==> src/rtl/shift_out_stage.sv <==
// Narrows the widened shifter word to OUT_WIDTH with signed saturation and
// registers it through a 2-entry skid buffer. Optional counter: SHIFT_OUT_STATS_EN.
module shift_out_stage #(
    parameter int IN_WIDTH  = 24,
    parameter int OUT_WIDTH = 16,
    parameter int CNT_WIDTH = 8
) (
    input  logic                 clk,
    input  logic                 rst_n,
    input  logic [IN_WIDTH-1:0]  in_data,
    input  logic                 in_valid,
    output logic                 in_ready,
    output logic [OUT_WIDTH-1:0] out_data,
    output logic                 out_sat,
    output logic                 out_valid,
    input  logic                 out_ready,
    input  logic                 stat_clr,
    output logic [CNT_WIDTH-1:0] sat_count
);

    typedef enum logic [1:0] {
        EMPTY = 2'd0,
        ONE   = 2'd1,
        TWO   = 2'd2
    } state_t;

    state_t                 state_q, state_d;
    logic [OUT_WIDTH-1:0]   main_data_q, main_data_d;
    logic [OUT_WIDTH-1:0]   skid_data_q, skid_data_d;
    logic                   main_sat_q, main_sat_d;
    logic                   skid_sat_q, skid_sat_d;
    logic [OUT_WIDTH-1:0]   narrow_data;
    logic                   narrow_sat;
    logic                   push;
    logic                   pop;

    // Bits that must all match the sign bit for the value to fit OUT_WIDTH.
    logic [IN_WIDTH-OUT_WIDTH:0] upper_bits;
    assign upper_bits = in_data[IN_WIDTH-1:OUT_WIDTH-1];

    always_comb begin
        narrow_sat  = !((&upper_bits) || !(|upper_bits));
        narrow_data = in_data[OUT_WIDTH-1:0];
        if (narrow_sat) begin
            narrow_data = in_data[IN_WIDTH-1] ? {1'b1, {(OUT_WIDTH-1){1'b0}}}
                                              : {1'b0, {(OUT_WIDTH-1){1'b1}}};
        end
    end

    assign in_ready  = (state_q != TWO);
    assign out_valid = (state_q != EMPTY);
    assign push      = in_valid && in_ready;
    assign pop       = out_valid && out_ready;
    assign out_data  = main_data_q;
    assign out_sat   = main_sat_q;

    always_comb begin
        state_d     = state_q;
        main_data_d = main_data_q;
        main_sat_d  = main_sat_q;
        skid_data_d = skid_data_q;
        skid_sat_d  = skid_sat_q;
        case (state_q)
            EMPTY: begin
                if (push) begin
                    main_data_d = narrow_data;
                    main_sat_d  = narrow_sat;
                    state_d     = ONE;
                end
            end
            ONE: begin
                if (push && pop) begin
                    main_data_d = narrow_data;
                    main_sat_d  = narrow_sat;
                end else if (push) begin
                    skid_data_d = narrow_data;
                    skid_sat_d  = narrow_sat;
                    state_d     = TWO;
                end else if (pop) begin
                    state_d     = EMPTY;
                end
            end
            TWO: begin
                if (pop) begin
                    main_data_d = skid_data_q;
                    main_sat_d  = skid_sat_q;
                    state_d     = ONE;
                end
            end
            default: state_d = EMPTY;
        endcase
    end

    always_ff @(posedge clk or negedge rst_n) begin
        if (!rst_n) begin
            state_q     <= EMPTY;
            main_data_q <= '0;
            main_sat_q  <= 1'b0;
            skid_data_q <= '0;
            skid_sat_q  <= 1'b0;
        end else begin
            state_q     <= state_d;
            main_data_q <= main_data_d;
            main_sat_q  <= main_sat_d;
            skid_data_q <= skid_data_d;
            skid_sat_q  <= skid_sat_d;
        end
    end

`ifdef SHIFT_OUT_STATS_EN
    logic [CNT_WIDTH-1:0] sat_count_q, sat_count_d;

    // Clear has priority; the count sticks at all-ones instead of wrapping.
    always_comb begin
        sat_count_d = sat_count_q;
        if (stat_clr) begin
            sat_count_d = '0;
        end else if (push && narrow_sat && (sat_count_q != {CNT_WIDTH{1'b1}})) begin
            sat_count_d = sat_count_q + CNT_WIDTH'(1);
        end
    end

    always_ff @(posedge clk or negedge rst_n) begin
        if (!rst_n) begin
            sat_count_q <= '0;
        end else begin
            sat_count_q <= sat_count_d;
        end
    end

    assign sat_count = sat_count_q;
`else
    logic stat_clr_unused;
    assign stat_clr_unused = stat_clr;
    assign sat_count       = '0;
`endif

endmodule

==> config.mk <==
export PLATFORM = sky130hd
export DESIGN_NAME = shift_out_stage
export DESIGN_NICKNAME = d
export VERILOG_FILES = /design/src/rtl/shift_out_stage.sv
export SDC_FILE = /design/constraint.sdc
export NUM_CORES = 1
export LEC_CHECK = 0
export CAP_MARGIN = 20
export CELL_PAD_IN_SITES_DETAIL_PLACEMENT = 1
export CELL_PAD_IN_SITES_GLOBAL_PLACEMENT = 1
export CORE_UTILIZATION = 33
export CTS_BUF_LIST = sky130_fd_sc_hd__clkbuf_8
export DETAILED_ROUTE_END_ITERATION = 6
export PLACE_DENSITY = 0.9
export RECOVER_POWER = 50
export SETUP_SLACK_MARGIN = 0.05
export SLEW_MARGIN = 10
export SYNTH_ARGS = -nofsm -noshare
export SYNTH_HDL_FRONTEND = slang
export SYNTH_SLANG_ARGS = --single-unit
export TNS_END_PERCENT = 5
==> constraint.sdc <==
create_clock -name clk -period 1.5 [get_ports clk]
set_clock_uncertainty 0.1 [all_clocks]
set_input_delay 0.15 -clock clk [delete_from_list [all_inputs] [get_ports clk]]
set_output_delay 0.15 -clock clk [all_outputs]
set_load 0.02 [all_outputs]
==> impl_results.md <==
* Status: complete, no violations
* P&R area growth vs syn at 53.03%
* CP max-delay cell: dfrtp_2
* Area contributors post-synth: dfrtp_1 (49%), nor2_1 (9.8%), a221oi_2 (9.0%)
* DR vias/cell at roughly 5
* Initial antenna violation count at 0
* Synth Area in Compound Gates at between 20 and 25%
* Place WS at -0.4248 ns
* Endpoints failing setup at 0
* # rows at 26
* Critical Path Max Stage Delay at around 0.44 ns
* Post-DRT Antenna Nets at 0
* CTS tree: yes
* Maximum clock path buffer count at 2
* Largest net degree at the start of global routing at 25
* N_diodes at 0
* R2r worst-path depth at 5
* LEAKAGE at around 0.0012 µW
* Top-Level Pins at 56
* Crit path arrival time at 1.59 ns
* Simple-gate area share of the yosys netlist at ~23%
* Starting DRT DRC Count at 74
* Post-synthesis cell area at approximately 1800 µm²
* Synthesized instance count at 182
* Reg2reg end: out_data[1]
* CP required at 1.59 ns
* Tcrit/Tclk final at between 90% and 100%
* Crit path kind: flip-flop to flip-flop
* Setup ws final at a little over 0.005 ns
* Multiplexer area fraction after synthesis at 0%
* Vias at approximately 1700
* # DRC at 0
* Worst setup EP type: flip-flop
* Peak supply drop at 0.4855 mV
* Clk slew on worst S/H paths at around 0.070 ns
* Clk Latency, worst-skew pair at between 0.2 and 0.3 ns
* Synth Area in Adders at 0%
* Top Family by Delay on Critical Path: compound AO/OA/AOI/OAI gates
* CP startpoint: state_q[1]
* Max_cap viols at 0
* Cell Chain, Critical Path: nand2b_4 -> o21ai_4 -> buf_12 -> nor2_2 -> a221oi_2
* Root buffer cell: clkbuf_8
* Wire length per cell at between 15 and 20 µm
* Hold Path Class: primary input to asynchronous set/reset pin
* First-pass GRT wire length at just under 9000 µm
* P per Cell Area at between 1000 and 1500 nW/µm²
* Width of the die at 76.68 µm
* Reg-to-reg setup timing slack at roughly 0.0050 ns
* Drt pass-1 iters at 4
* Num Clock Sinks at 36
* Crit path launch type: flip-flop
* Number of global-route vias before repair at 1830
* IO Port Bufs at 46
* Crit path capture: out_data[1]
* Yosys top cell area share at between 40% and 50%
* CTS Buf Count at 5
* Unrepaired setup endpoints after global routing: true
* CORE AREA at approximately 5200 µm²
* Final wirelength at 5680 µm
* Htree depth at 2
* Top achievable clock speed at between 600 and 700 MHz
* Yosys cell types at 33
* Initial Util at a little over a third
* Cell taking the most area after synthesis: dfrtp_1
* Slew Limit Fails at 0
* Post-Syn Area per Cell at between 10 and 15 µm²
* Sequential cell area fraction in the yosys report at between 40% and 50%
* Actual slew at the worst max-slew pin at roughly 0.63 ns
* Largest family of logic cells by synthesized area: simple AND/OR/NAND/NOR gates
* Slew headroom at roughly 58%
* Worst-path fanout max at 12
* Congestion Overflow GR at 0
* Crit path buf inv count at 1
* Hold Slack at between 0.3 and 0.4 ns
* Global Route Usage Sum at slightly below 20%
* Synth Warn # at 0
* Die area at 5880 µm²
* Worst path depth at 5
* Clock period minus worst slack at roughly 1.5 ns
* Reg2Reg Launch Point: state_q[1]
* Nets@finish at slightly below 300
* Die height at ~77 µm
* DP HPWL at between 4000 and 5000 µm
* Synthesized flop and latch total at 36
* Post-Synth XOR/XNOR Area at 0%
* Placer Congestion at approximately 0.76
* Hold Vio Cnt, Final at 0
* Layout cell share with drive strength beyond 1 at a little over a third
-- layout make-up --
type | count | area, µm²
Timing Repair Buffer | 86 | 839.6
Tap cell | 70 | 87.58
Sequential cell | 36 | 902.1
Clock buffer | 5 | 68.82
Clock inverter | 2 | 8.758
Fill cell | 599 | 2421
Inverter | 3 | 13.76
Multi-Input combinational cell | 134 | 895.9
-- layer usage --
| metal | wire (µm) | GRT usage, % | part of all wire, % | vias up |
|---|---|---|---|---|
| met4 | 82 | 7.308 | 1.4 | 0 |
| li1 | - | - | - | 782 |
| met3 | 205 | 3.333 | 3.6 | 8 |
| met2 | 3151 | 36.52 | 55 | 54 |
| met1 | 2240 | 22.39 | 39 | 837 |
| met5 | 0 | 0 | 0 | - |
-- worst register-to-register path, delay by kind of cell (launching register included) --
kind                   cells  cell delay (ns)
AOI/OAI and AO/OA          2             0.46
buffers and inverters      1             0.18
DFF                        1             0.44
and+or+nand+nor            2             0.22
-- where the power goes --
group / switching (µW) / internal (µW) / total [µW]
Clock: 339 / 309 / 648
Combinational: 730 / 626 / 1360
Sequential: 214 / 1290 / 1500
Total: 1280 / 2220 / 3510
-- flip-flops by register name (all words and copies together), names as in the netlist --
register and cells:
skid_data_q 16, skid_sat_q 1, out_sat 1, out_data 16, state_q 2
-- stage by stage --
stage / total power (µW) / setup TNS (ns) / instance area (µm²) / instances / util (%)
4_1_cts: 3418 / -0.08474 / 2685 / 333 / 51.27
5_1_grt: 3698 / -0.2761 / 2816 / 336 / 53.77
3_3_place_gp: 2759 / -7.443 / 2606 / 325 / 49.76
6_report: 3505 / 0 / 2816 / 336 / 53.77
3_5_place_dp: 2851 / -9.920 / 2606 / 325 / 49.76
2_1_floorplan: 2175 / 0 / 1867 / 189 / -
-- cell usage after synthesis, drive strengths merged --
cell    count
conb        1
o31ai       1
clkinv      1
nand3b      1
a221oi     15
nor2       51
or2         1
o221ai      1
buf        16
inv         2
nand2      19
nand3       2
nand2b      2
o21ai       5
a21oi      20
dfrtp      36
o22ai       1
and2b       1
nor4        2
nand4       2
nor2b       2
-- how the worst min path moves through the flow --
| stage | endpoint | slack [ns] | cells after the start |
|---|---|---|---|
| finish | out_data[3] | 0.31 | 2 |
| global route | out_data[3] | 0.36 | 2 |
| CTS | out_data[4] | 0.30 | 2 |
| detailed placement | out_data[3] | 0.07 | 1 |
| global placement | out_data[3] | 0.06 | 1 |
| floorplan | out_data[0] | -0.25 | 0 |
-- what timing repair did --
item                                   4_1_cts  5_1_grt
resized for setup                           31       29
endpoints found under the hold margin       22        0
pin swaps                                    1        5
hold buffers                                 1        0
setup endpoints to repair                   51       36
gates cloned                                 0        1
setup buffers                                0        2
-- placed cells by master (no fill, tap or decap), drive strengths merged --
cell type,Yosys,layout
nor4,2,2
dlygate4sd2,0,17
nand4,2,2
nand3,2,2
o22ai,1,1
nand2,19,19
clkdlybuf4s50,0,18
conb,1,8
dfrtp,36,36
nand2b,2,2
o31ai,1,1
buf,16,38
dlygate4sd3,0,1
or2,1,1
clkbuf,0,9
nand3b,1,1
inv,2,4
nor2b,2,2
dlymetal6s2s,0,8
a221oi,15,15
o221ai,1,1
clkinv,1,1
o21ai,5,5
a21oi,20,20
nor2,51,51
and2b,1,1
-- kinds of logic (layout without fill, tap and decap cells) --
family	count (synthesis)	in the layout
buf+inv	19	96
flops	36	36
other cells	1	8
compound gates	43	43
simple gates	83	83
(Power assumes the default switching activity.)
